## src/rtl/mdu_pkg.sv

```systemverilog
// Shared multiply/divide definitions: op encodings, FSM states and a
// width-generic two's-complement helper used by the CPU control path too.
package mdu_pkg;

  typedef enum logic [1:0] {
    MDU_MULT  = 2'b00,
    MDU_MULTU = 2'b01,
    MDU_DIV   = 2'b10,
    MDU_DIVU  = 2'b11
  } mdu_op_e;

  typedef enum logic [1:0] {
    IDLE = 2'b00,
    CALC = 2'b01,
    FIX  = 2'b10
  } mdu_state_e;

  // Widest value ever negated; callers zero-extend and keep the low bits.
  localparam int MDU_MAX_W = 128;

  function automatic logic [MDU_MAX_W-1:0] mdu_neg(input logic [MDU_MAX_W-1:0] x);
    return ~x + MDU_MAX_W'(1);
  endfunction

endpackage

```

## src/rtl/mdu_step.sv

```systemverilog
// One radix-2 iteration: shift-add for multiply, restore-subtract for divide.
module mdu_step #(
  parameter int DATA_W = 32
) (
  input  logic              i_is_div,
  input  logic [DATA_W:0]   i_hi,
  input  logic [DATA_W-1:0] i_lo,
  input  logic [DATA_W-1:0] i_b,
  output logic [DATA_W:0]   o_hi,
  output logic [DATA_W-1:0] o_lo
);

  logic [DATA_W:0]   w_sum;
  logic [DATA_W:0]   w_shift;
  logic [DATA_W+1:0] w_diff;
  logic              w_borrow;
  logic              w_unused;

  // Multiply keeps the carry of the partial sum; divide needs the borrow.
  assign w_sum    = {1'b0, i_hi[DATA_W-1:0]} + (i_lo[0] ? {1'b0, i_b} : '0);
  assign w_shift  = {i_hi[DATA_W-1:0], i_lo[DATA_W-1]};
  assign w_diff   = {1'b0, w_shift} - {2'b00, i_b};
  assign w_borrow = w_diff[DATA_W+1];
  assign w_unused = i_hi[DATA_W];

  always_comb begin
    if (i_is_div) begin
      o_hi = w_borrow ? w_shift : w_diff[DATA_W:0];
      o_lo = {i_lo[DATA_W-2:0], ~w_borrow};
    end else begin
      o_hi = {1'b0, w_sum[DATA_W:1]};
      o_lo = {w_sum[0], i_lo[DATA_W-1:1]};
    end
  end

endmodule

```

## src/rtl/iter_mdu.sv

```systemverilog
// Iterative MULT/MULTU/DIV/DIVU unit: one radix-2 step per cycle, sign fix-up
// in a final cycle, result held in HI/LO until the next completion.
module iter_mdu
  import mdu_pkg::*;
#(
  parameter  int DATA_W = 32,
  localparam int CNT_W  = $clog2(DATA_W + 1)
) (
  input  logic              clk,
  input  logic              arst_n,
  input  logic              enable,
  input  logic              flush,
  input  logic              start,
  input  logic [1:0]        op,
  input  logic [DATA_W-1:0] operand_a,
  input  logic [DATA_W-1:0] operand_b,
  output logic              busy,
  output logic              done,
  output logic [DATA_W-1:0] hi,
  output logic [DATA_W-1:0] lo,
  output logic              div_by_zero
);

  mdu_state_e        r_state;
  logic [CNT_W-1:0]  r_cnt;
  logic [DATA_W:0]   r_hi;
  logic [DATA_W-1:0] r_lo;
  logic [DATA_W-1:0] r_b;
  logic              r_is_div;
  logic              r_dz;
  logic              r_neg_hi;
  logic              r_neg_lo;
  logic              r_done;
  logic [DATA_W-1:0] r_hi_out;
  logic [DATA_W-1:0] r_lo_out;
  logic              r_div_by_zero;

  logic                    w_is_div;
  logic                    w_signed;
  logic                    w_sign_a;
  logic                    w_sign_b;
  logic                    w_b_zero;
  logic [MDU_MAX_W-1:0]    w_neg_a_x;
  logic [MDU_MAX_W-1:0]    w_neg_b_x;
  logic [DATA_W-1:0]       w_mag_a;
  logic [DATA_W-1:0]       w_mag_b;
  logic [2*DATA_W-1:0]     w_prod;
  logic [MDU_MAX_W-1:0]    w_neg_prod_x;
  logic [MDU_MAX_W-1:0]    w_neg_q_x;
  logic [MDU_MAX_W-1:0]    w_neg_r_x;
  logic [DATA_W-1:0]       w_fix_hi;
  logic [DATA_W-1:0]       w_fix_lo;
  logic [DATA_W:0]         w_step_hi;
  logic [DATA_W-1:0]       w_step_lo;
  logic                    w_unused;

  assign w_is_div  = (op == MDU_DIV) || (op == MDU_DIVU);
  assign w_signed  = (op == MDU_MULT) || (op == MDU_DIV);
  assign w_sign_a  = w_signed & operand_a[DATA_W-1];
  assign w_sign_b  = w_signed & operand_b[DATA_W-1];
  assign w_b_zero  = (operand_b == '0);
  assign w_neg_a_x = mdu_neg(MDU_MAX_W'(operand_a));
  assign w_neg_b_x = mdu_neg(MDU_MAX_W'(operand_b));
  assign w_mag_a   = w_sign_a ? w_neg_a_x[DATA_W-1:0] : operand_a;
  assign w_mag_b   = w_sign_b ? w_neg_b_x[DATA_W-1:0] : operand_b;

  // Fix-up: multiply negates the whole product, divide fixes q and r apart.
  assign w_prod       = {r_hi[DATA_W-1:0], r_lo};
  assign w_neg_prod_x = mdu_neg(MDU_MAX_W'(w_prod));
  assign w_neg_q_x    = mdu_neg(MDU_MAX_W'(r_lo));
  assign w_neg_r_x    = mdu_neg(MDU_MAX_W'(r_hi[DATA_W-1:0]));

  always_comb begin
    w_fix_hi = r_hi[DATA_W-1:0];
    w_fix_lo = r_lo;
    if (r_dz) begin
      w_fix_hi = r_hi[DATA_W-1:0];
      w_fix_lo = r_lo;
    end else if (r_is_div) begin
      w_fix_lo = r_neg_lo ? w_neg_q_x[DATA_W-1:0] : r_lo;
      w_fix_hi = r_neg_hi ? w_neg_r_x[DATA_W-1:0] : r_hi[DATA_W-1:0];
    end else if (r_neg_lo) begin
      {w_fix_hi, w_fix_lo} = w_neg_prod_x[2*DATA_W-1:0];
    end
  end

  assign w_unused = ^{w_neg_a_x[MDU_MAX_W-1:DATA_W], w_neg_b_x[MDU_MAX_W-1:DATA_W],
                      w_neg_prod_x[MDU_MAX_W-1:2*DATA_W], w_neg_q_x[MDU_MAX_W-1:DATA_W],
                      w_neg_r_x[MDU_MAX_W-1:DATA_W]};

  mdu_step #(.DATA_W(DATA_W)) u_step (
    .i_is_div (r_is_div),
    .i_hi     (r_hi),
    .i_lo     (r_lo),
    .i_b      (r_b),
    .o_hi     (w_step_hi),
    .o_lo     (w_step_lo)
  );

  always_ff @(posedge clk or negedge arst_n) begin
    if (!arst_n) begin
      r_state       <= IDLE;
      r_cnt         <= '0;
      r_hi          <= '0;
      r_lo          <= '0;
      r_b           <= '0;
      r_is_div      <= 1'b0;
      r_dz          <= 1'b0;
      r_neg_hi      <= 1'b0;
      r_neg_lo      <= 1'b0;
      r_done        <= 1'b0;
      r_hi_out      <= '0;
      r_lo_out      <= '0;
      r_div_by_zero <= 1'b0;
    end else if (flush) begin
      r_state <= IDLE;
      r_done  <= 1'b0;
    end else if (enable) begin
      r_done <= 1'b0;
      case (r_state)
        IDLE: begin
          if (start) begin
            r_is_div      <= w_is_div;
            r_dz          <= w_is_div & w_b_zero;
            r_neg_lo      <= w_sign_a ^ w_sign_b;
            r_neg_hi      <= w_sign_a;
            r_div_by_zero <= 1'b0;
            r_cnt         <= CNT_W'(DATA_W);
            if (w_is_div && w_b_zero) begin
              r_hi    <= {1'b0, operand_a};
              r_lo    <= '1;
              r_b     <= '0;
              r_state <= FIX;
            end else begin
              r_hi    <= '0;
              r_lo    <= w_is_div ? w_mag_a : w_mag_b;
              r_b     <= w_is_div ? w_mag_b : w_mag_a;
              r_state <= CALC;
            end
          end
        end
        CALC: begin
          r_hi  <= w_step_hi;
          r_lo  <= w_step_lo;
          r_cnt <= r_cnt - CNT_W'(1);
          if (r_cnt == CNT_W'(1)) r_state <= FIX;
        end
        FIX: begin
          r_hi_out <= w_fix_hi;
          r_lo_out <= w_fix_lo;
          r_done   <= 1'b1;
          if (r_dz) r_div_by_zero <= 1'b1;
          r_state  <= IDLE;
        end
        default: r_state <= IDLE;
      endcase
    end
  end

  assign busy        = (r_state != IDLE);
  assign done        = r_done;
  assign hi          = r_hi_out;
  assign lo          = r_lo_out;
  assign div_by_zero = r_div_by_zero;

endmodule
```

## config.mk

```make
export PLATFORM = sky130hd
export DESIGN_NAME = iter_mdu
export DESIGN_NICKNAME = d
export VERILOG_FILES = /design/src/rtl/mdu_pkg.sv /design/src/rtl/mdu_step.sv /design/src/rtl/iter_mdu.sv
export SDC_FILE = /design/constraint.sdc
export NUM_CORES = 1
export LEC_CHECK = 0
export CAP_MARGIN = 5
export CORE_MARGIN = 4
export CORE_UTILIZATION = 45
export CTS_CLUSTER_DIAMETER = 100
export CTS_CLUSTER_SIZE = 30
export DETAILED_ROUTE_END_ITERATION = 8
export PLACE_DENSITY = 0.77
export REMOVE_ABC_BUFFERS = 1
export SYNTH_ARGS = -nofsm -noshare
export SYNTH_HDL_FRONTEND = slang
export SYNTH_SLANG_ARGS = --single-unit
```

## constraint.sdc

```tcl
create_clock -name clk -period 7.7 [get_ports clk]
set_input_delay 1.155 -clock clk [delete_from_list [all_inputs] [get_ports clk]]
set_output_delay 1.155 -clock clk [all_outputs]
set_load 0.005 [all_outputs]
```

== Yosys cells after proc, flatten, opt, wreduce, memory -nomap -nowiden ==
Cells that the tools add are included.
Cells by class
  $add $sub $neg: 8
  eq/ne operators: 9
  muxes and demuxes: 37
  bitwise logic cells: 11
  reduce and logical (&&, ||, !) cells: 15
Operators with widths (count)
  $mux 32: 21
  $add 32x1->32 const B: 4
  $not 32->32: 4
  $pmux 32 s2: 2
  $add 64x1->64 const B: 1
  $not 64->64: 1
  $sub 33x32->34: 1
  $add 32x32->33: 1
  $logic_not 32->1: 1
  $pmux 6 s2: 1
  $mux 2: 5
  $reduce_and 4->1: 2
  $reduce_bool 2->1: 4
  $eq 2x2->1 const B: 3
  $eq 6x1->1 const B: 1
  $mux 6: 1
  $ne 3x3->1 const B: 2
  $reduce_and 3->1: 2
  $sub 6x1->6 const B: 1
  $mux 1: 5
  $reduce_and 5->1: 1
  $logic_not 2->1: 2
  $ne 2x2->1 const B: 2
  $pmux 2 s2: 1
  other kinds (7): 11
Storage, ports and cells
  register bits: 174
  output and inout bits: 67
  logic and storage cells: 93

== Logic depth before layout (Yosys ltp) ==
Gate-level depths: netlist of run 1.
  depth in word-level cells: 8
  gate-level depth with buffers: 14
  gate-level depth less buffers: 12

== Hierarchy ==
From an unflattened synthesis of run 1, not the netlist that was laid out.
Unflattened totals
  cell total of the unflattened synthesis: 2017
  area, all modules: 15633.7 um^2
By module, submodules not included
  iter_mdu: instances 1, cells each 1332, area an instance 10931.7 um^2
  mdu_step: instances 1, cells each 685, area an instance 4702.0 um^2

== Worst setup path after synthesis of run 1 ==
Ideal clock, no wire load.
  kind: input -> register
  start point: in operand_b[13]
  end point: reg r_hi[29]
  setup time: 0.087 ns
  arrival time: 3.766 ns
  required time: 7.613 ns
  slack: 3.848 ns
  stages on the path: 9
  buffers on the path: 1
  path through: or4_4 > or4_4 > or3_1 > or4_1 > buf_2 > nor3_4 > a2111oi_0 > mux2_2 > a211oi_2
On the way
  word-level cells in the longest chain between the ends: 5
Ends and longest elaborated chain
  start: declaration: RTL line iter_mdu.sv:16  | input logic [DATA_W-1:0] operand_b,
  $logic_not 32->1: RTL line iter_mdu.sv:61  | assign w_b_zero = (operand_b == '0);
  $logic_and 1x1->1: RTL line iter_mdu.sv:129  | if (w_is_div && w_b_zero) begin
  $mux 32: RTL line iter_mdu.sv:129
  $mux 32: RTL line iter_mdu.sv:122  | if (start) begin
  $pmux 32 s2: RTL line iter_mdu.sv:120  | case (r_state)
  end signal: assignment: RTL line iter_mdu.sv:130  | r_hi <= {1'b0, operand_a};
  end signal: assignment: RTL line iter_mdu.sv:143  | r_hi <= w_step_hi;
  end: declaration: RTL line iter_mdu.sv:26  | logic [DATA_W:0] r_hi;
No other way between the ends. The select of a mux whose other input is x is not followed.
A chain may end at the register's enable or synchronous reset.

== Final worst setup path of run 1 ==
Ends and elaborated chain as after synthesis.

==> metrics.yaml, run 1 <==
status: "completed"
ys_seq_area_share_pct: 28.8
post_drt_wl_per_cell_um: 21.9
synth_warnings: 0
fin_nets: 2177
ctsResizeCount: 0
dr.pass1.iters: 6
ctsHoldBuffers: 0
clk_pin_slew_worst_paths_ns: 0.07
wl_um: 54600
fp.dieH_um: 191
finalCriticalPeriod_ns: 5.04
netlist_instances: 1968
cp_data_arrival_time_ns: 5.42
synth_top_area_share_pct: 28.8
vdd_drop_max_mv: 0.194
setup_tns_ns: 0
max_freq_mhz: 198
clock_path_buffers: 2
row_count: 66
vias: 15675
numPortBuffers: 137
pwr-share-comb_pct: 51.4
die_w_um: 191
antenna_cells: 0
start_kind: "input port"
drt_iter0_markers: 1522
synth_top_area_cell: "dfrtp_1"
cellPowerDensity_nw_per_um2: 276
postCtsSetupBuffers: 0
insertion_delay_ns: 0.46
max-slew-margin-rel_pct: 21.6
synth_edf_count: 0
numCtsBuffers: 17
dp.cells: 2457
vias_per_cell: 6.30
ant_nets: 0
timing_hold_violations_final: 0
area_growth_pct: 14.9
grt_overflow: 0
finalCritPeriodShare_pct: 65.5
drive_above_1_share_pct: 4.99
power_frac_clock_pct: 18.1
fin_area_um2: 17400
async_flop_share_pct: 100
synthFlopType: "dfrtp_1"
crit_path_end_kind: "flip-flop"
setup_viol: 0
crit_type: "in2reg"
grt_use_total_pct: 29.5
syn-cell-area_um2: 15100
rsz0062_at_grt: "no"
start_util_pct: 46.1
antenna_found_initial: 0
core_um2: 32900
grt_pass1_wl_um: 84300
hold_path_class: "reg2reg"
p_sw_share_pct: 44.7
cts-htree-levels: 4
path_max_fanout: 26
cts_tree: "built"
dieArea_um2: 36600
dp_hpwl_um: 41500
fin_util_pct: 52.9
clock_sinks: 174
io_pins: 138
mostFrequentLayoutCells: "a21oi_1 (262), nor2_1 (261), dfrtp_1 (173), nand2_1 (155), clkdlybuf4s50_1 (135)"
globalplace.congestion: 1.03
maxSlewViolCount: 0
grt_max_degree: 85
finalPower_uw: 4800
final_cells: 2488
worstMarginPinSlew_ns: 1.17
crit_required_ns: 8.08
cap_violations: 0
synth.area.top_cells: "dfrtp_1 (29%), a21oi_1 (8.7%), nor2_1 (6.5%)"
drc: 0
postSynthRegisterBits: 174
fin_worst_skew_ns: 0.0142
sequentialPowerShare_pct: 30.5
grt_pass1_vias: 14856
p_int_uw: 2650
switchingPower_uw: 2150
cts_root_buf: "clkbuf_16"
postPlaceCellArea_um2: 16800
p_leak_uw: 0.00733
synth.avg_cell_area_um2: 7.69
mostFrequentLayoutCell: "a21oi_1"
synth_cell_types: 70
## cells in the mapped netlist (13+ instances only)
| library cell | count |
|---|---|
| a21oi_1 | 262 |
| a211oi_1 | 19 |
| ha_1 | 70 |
| mux2_2 | 21 |
| nand2_1 | 155 |
| nor4_1 | 25 |
| o31ai_1 | 26 |
| o21a_1 | 18 |
| a21o_1 | 23 |
| nor2b_1 | 15 |
| clkbuf_1 | 96 |
| o22ai_1 | 35 |
| mux2i_1 | 40 |
| nor3_1 | 45 |
| or3_1 | 17 |
| xor2_1 | 65 |
| nor2_1 | 262 |
| and2_1 | 15 |
| inv_1 | 70 |
| o21ai_0 | 121 |
| and3_1 | 26 |
| dfrtp_1 | 174 |
| o211ai_1 | 14 |
| xnor2_1 | 110 |
| a31oi_1 | 23 |
| nand3_1 | 33 |
| nand2b_1 | 13 |
## final timing paths
path                            cells past startpoint       end          start  slack [ns]
worst min register to register                      1      done           done        0.48
max in group asynchronous                           3   r_hi[8]         arst_n        5.10
worst max-delay path                                9  r_hi[29]  operand_b[13]        2.66
min in group asynchronous                           1    lo[22]         arst_n        0.71
worst max register to register                     12  r_hi[30]       r_lo[31]        3.42
worst min-delay path                                1      done           done        0.48
## power groups by stage
stage	Clock (uW)	Combinational, uW	Sequential [uW]
5_1_grt	916	2700	1490
2_1_floorplan	0	1590	1380
3_5_place_dp	0	2420	1470
4_1_cts	883	2440	1450
6_report	867	2470	1470
3_3_place_gp	0	2400	1460
## critical path, stage by stage
cell and delay [ns]:
clkdlybuf4s50_1 0.52, or4_4 0.59, or4_4 0.46, or3_1 0.35, or4_1 0.60, nor3_4 0.99
a2111oi_0 0.27, mux2_2 0.33, a211oi_2 0.15
## state kept, by name, summed over array words and instances (netlist names)
signal and flops:
r_neg_lo 1, lo 32, hi 32, r_dz 1, done 1, r_neg_hi 1, r_is_div 1, r_lo 32
r_hi 32, r_state 2, div_by_zero 1, r_b 32, r_cnt 6
## metal layers
layer,up-vias,part of all wire [%],GRT usage [%]
li1,7259,-,-
met1,7463,41,38.1
met2,801,46,47.6
met3,152,8.3,5.09
met4,0,5.3,15.0
met5,-,0,0
## metrics by stage
| step | setup WS (ns) | hold WS [ns] |
|---|---|---|
| 2_1_floorplan | 2.55 | 0.450 |
| 3_3_place_gp | 2.34 | 0.465 |
| 3_5_place_dp | 2.26 | 0.467 |
| 4_1_cts | 2.74 | 0.484 |
| 5_1_grt | 2.52 | 0.490 |
| 6_report | 2.66 | 0.479 |
## cell type report
class,count,area (um2)
multi-input cells,1610,10100
clock inverters,13,133
inverters,71,267
flip-flops and latches,174,4360
repair buffers,160,1540
fillers,3209,15500
well taps,442,553
clock buffers,18,439
## kinds of logic (layout without fill, tap and decap cells)
family                   Yosys count  in the layout  share of synthesized area (%)
XOR/XNOR                         175            175                           10.1
flip-flops                       174            174                           28.8
adder cells (fa/ha/maj)           72             72                           6.05
buffers and inverters            184            262                           4.64
AO/OA/AOI/OAI                    646            646                           26.1
multiplexers                      61             61                           4.21
AND/OR/NAND/NOR                  656            656                           20.1
Power figures use the tool's default switching activity.
==> run 2, diff against run 1 <==
- PLACE_DENSITY: 0.77 -> 0.79
- clock period: 7.7 -> 4.2 ns (I/O delays scaled with it)
==> run 2 against run 1 <==
  * Critical path type is now reg2reg
  * Highest routed layer unchanged
  * Hold slack got worse by 0.25 ns
  * Via count is 3.2% higher
  * Largest power group unchanged
  * Total power increased by 88%
  * Wire length increased by 1.6%
  * Cell area increased by 3.5%
==> metrics.yaml, run 2 (same netlist as run 1, synthesis figures left out) <==
insertion_delay_ns: 0.45
io_pins: 138
fin_nets: 2253
drt_iter0_markers: 1912
globalplace.congestion: 1.04
numCtsBuffers: 17
mostFrequentLayoutCells: "a21oi_1 (262), nor2_1 (261), dfrtp_1 (173), nand2_1 (155), clkdlybuf4s50_1 (135)"
dp_hpwl_um: 42500
cts_tree: "built"
crit_type: "reg2reg"
clock_path_buffers: 2
path_max_fanout: 7
vias_per_cell: 6.30
wl_um: 55500
clk_pin_slew_worst_paths_ns: 0.08
crit_required_ns: 4.59
antenna_cells: 0
holdWs_ns: 0.227
rrSetupSlack_ns: 0.18
antenna_found_initial: 1
grt_overflow: 0
postPlaceCellArea_um2: 17400
status: "completed"
grt_pass1_wl_um: 85700
ctsResizeCount: 0
cellPowerDensity_nw_per_um2: 501
timing_hold_violations_final: 0
row_count: 66
drc: 0
max_freq_mhz: 249
grt_use_total_pct: 29.7
cts-htree-levels: 4
ctsHoldBuffers: 0
grt_pass1_vias: 15498
max-slew-margin-rel_pct: 6.39
postCtsSetupBuffers: 0
maxSlewViolCount: 0
cap_violations: 0
die_w_um: 191
area_growth_pct: 18.9
finalCritPeriodShare_pct: 95.6
ant_nets: 0
cp_data_arrival_time_ns: 4.40
core_um2: 32900
cts_root_buf: "clkbuf_16"
setup_viol: 0
dr.pass1.iters: 7
crit_path_end_kind: "flip-flop"
start_util_pct: 46.1
worst_slack_ns: 0.184
worstMarginPinSlew_ns: 1.40
fp.dieH_um: 191
finalCriticalPeriod_ns: 4.02
start_kind: "flip-flop"
numPortBuffers: 137
rsz0062_at_grt: "no"
mostFrequentLayoutCell: "a21oi_1"
finalPower_uw: 9020
p_leak_uw: 0.00772
grt_max_degree: 82
vias: 16172
drive_above_1_share_pct: 8.38
hold_path_class: "in2async"
clock_sinks: 174
post_drt_wl_per_cell_um: 21.6
fin_worst_skew_ns: 0.0145
final_cells: 2565
vdd_drop_max_mv: 0.357
fin_area_um2: 18000
dpl_worst_slack_ns: 0.140
dp.cells: 2533
dieArea_um2: 36600
[run 2: cell type report]
class | instances | area [um2]
timing repair buffer | 236 | 2140
inverter | 71 | 267
tap | 442 | 553
clock buffer | 17 | 425
sequential | 174 | 4360
clock inverter | 15 | 173
fill | 3127 | 14900
multi-input combinational | 1610 | 10100
[run 2: worst paths after layout]
| path | cells after the start | startpoint | endpoint |
|---|---|---|---|
| setup / recovery | 11 | r_hi[0] | r_hi[30] |
| hold / removal | 1 | arst_n | r_b[28] |
| setup reg to reg | 11 | r_hi[0] | r_hi[30] |
| hold reg to reg | 1 | done | done |
| max in group asynchronous | 2 | arst_n | r_is_div |
| min in group clk | 1 | done | done |
[run 2: power by group]
| part | switching (uW) | internal, uW |
|---|---|---|
| sequential | 417 | 2090 |
| clock | 779 | 896 |
| combinational | 2780 | 2060 |
| total | 3970 | 5050 |
[run 2: critical path, cell delays in order (launching register included)]
cell,delay (ns)
dfrtp_1,0.56
inv_1,0.14
fa_1,0.47
nor2b_1,0.18
o211ai_1,0.18
a311oi_1,0.55
o21ai_0,0.40
a211oi_1,0.59
o2111ai_1,0.20
and4b_1,0.22
a211oi_1,0.31
a211o_1,0.15
[run 2: metal layers]
layer	track usage [%]	share of wire (%)	up-vias	wire (um)
met5	0	0	-	0
met4	13.6	4.6	0	2540
met3	4.67	9.6	185	5300
met2	48.1	45	903	25200
met1	39.1	40	7685	22500
li1	-	-	7399	-
[run 2: stage by stage]
step / utilization, % / setup TNS (ns)
2_1_floorplan: - / -5.13
5_1_grt: 54.8 / 0
3_3_place_gp: 53.0 / 0
3_5_place_dp: 53.0 / 0
6_report: 54.8 / 0
4_1_cts: 54.8 / 0
==> run 3, diff against run 2 <==
- CORE_MARGIN: 4 -> 2
==> run 3 against run 2 <==
  * First-iteration DRC count shrank 9.2%
  * Critical path depth grew 3
  * Fmax rose by 2.3%
  * Utilization is 0.64 points lower
  * Clock-buffer cell count rose by 1
  * Total power grew 1.4%
  * Register-to-register slack improved by 0.09 ns
  * Die area shrank 4.1%
  * Hold slack better by 0.038 ns
  * Sequential share of layout area down 0.079 points
  * Combinational power about the same
  * Critical path type unchanged
  * Largest power group unchanged
==> metrics.yaml, run 3 (same netlist as run 1, synthesis figures left out) <==
ctsHoldBuffers: 0
r2r_start: "r_lo[0]"
rsz0062_at_grt: "no"
cp_data_arrival_time_ns: 4.21
globalplace.congestion: 1.01
drt_iter0_markers: 1736
grtUsageMet2_pct: 49.6
die_w_um: 187
mostFrequentLayoutCells: "a21oi_1 (262), nor2_1 (261), dfrtp_1 (173), nand2_1 (155), clkdlybuf4s50_1 (135)"
cellPowerDensity_nw_per_um2: 506
finalCriticalPeriod_ns: 3.93
clock_path_buffers: 2
cts_tree: "built"
ant_nets: 0
fin_worst_skew_ns: 0.0235
numPortBuffers: 137
crit_type: "reg2reg"
p_leak_uw: 0.00773
final_cells: 2570
grt_use_met3_pct: 6.12
io_pins: 138
numCtsBuffers: 17
path_max_fanout: 5
dieArea_um2: 35100
crit_path_end_kind: "flip-flop"
mostFrequentLayoutCell: "a21oi_1"
seq_area_um2: 4360
cts-htree-levels: 4
wl_um: 55200
clock_sinks: 174
grt.met1_usage_pct: 39.2
dr.pass1.iters: 6
vdd_drop_max_mv: 0.343
fillCellCount: 3149
start_kind: "flip-flop"
ctsResizeCount: 0
max_freq_mhz: 255
startpoint: "r_lo[0]"
timing_hold_violations_final: 0
grt_use_total_pct: 30.7
antenna_cells: 0
vias: 16094
worstMarginPinSlew_ns: 1.18
fin_nets: 2252
max-slew-margin-rel_pct: 20.9
grt_overflow: 0
cap_violations: 0
setup_viol: 0
finalCritPeriodShare_pct: 93.5
cts_root_buf: "clkbuf_16"
postCtsSetupBuffers: 0
grt-busiest-layer: "met2"
insertion_delay_ns: 0.45
grt_pass1_vias: 15267
drc: 0
fp.dieH_um: 187
post_drt_wl_per_cell_um: 21.5
antenna_found_initial: 1
start_util_pct: 45.4
vias_per_cell: 6.26
dp_hpwl_um: 42100
dp.cells: 2538
maxSlewViolCount: 0
core_um2: 33400
hold_path_class: "in2async"
area_growth_pct: 19.3
multi_input_area_um2: 10100
holdWs_ns: 0.264
crit_required_ns: 4.49
drive_above_1_share_pct: 8.34
grt_max_degree: 90
grt_pass1_wl_um: 84800
clk_pin_slew_worst_paths_ns: 0.08
row_count: 67
status: "completed"
run 3: cell count changes in the layout (fill, tap and decap cells not counted), sizes merged:
cell,delta
clkbuf,+1
clkinv,-2
buf,-1
bufinv,+1
run 3: area by class of cell:
class | instances | area share (%)
Timing Repair Buffer | 235 | 11.9
Sequential cell | 174 | 24.1
Multi-Input combinational cell | 1610 | 55.9
Inverter | 71 | 1.48
Tap cell | 448 | 3.10
Clock buffer | 18 | 2.43
Clock inverter | 14 | 1.07
run 3: report_power, final:
part	total [uW]	internal, uW	switching (uW)
Sequential	2550	2090	458
Combinational	4850	2080	2770
Clock	1750	975	774
run 3: path summary, 6_finish.rpt:
| path | endpoint | slack (ns) | depth (start not counted) |
|---|---|---|---|
| worst max-delay path | r_hi[31] | 0.27 | 14 |
| worst min-delay path | lo[27] | 0.26 | 1 |
| worst max register to register | r_hi[31] | 0.27 | 14 |
| worst min register to register | done | 0.49 | 1 |
| max in group asynchronous | lo[14] | 2.94 | 2 |
| min in group clk | done | 0.49 | 1 |
run 3: worst max-delay path, cell delays in order, from the launching register on:
cell,delay (ns)
dfrtp_1,0.39
buf_4,0.16
and2_1,0.14
ha_1,0.24
fa_1,0.45
a211oi_1,0.30
buf_4,0.17
nor4_1,0.05
nor2_1,0.23
a211oi_1,0.18
o31ai_1,0.35
buf_4,0.19
nor3_1,0.06
o311ai_0,0.67
a31oi_1,0.18
run 3: through the flow:
step | cell area (um2) | TNS [ns] | utilization [%] | total power (uW) | setup WS (ns)
floorplan | 14700 | -5.13 | - | 5440 | -0.427
global placement | 17400 | 0 | 52.3 | 7180 | 0.207
detailed placement | 17400 | 0 | 52.3 | 7270 | 0.141
CTS | 18100 | 0 | 54.1 | 9030 | 0.398
global route | 18100 | 0 | 54.1 | 9670 | 0.108
finish | 18100 | 0 | 54.1 | 9150 | 0.273
run 3: per-layer routing:
layer	vias up	part of all wire, %	wire [um]
met3	187	9.5	5250
met5	-	0.033	18
met1	7624	40	21900
li1	7405	-	-
met4	2	5.2	2860
met2	876	46	25200
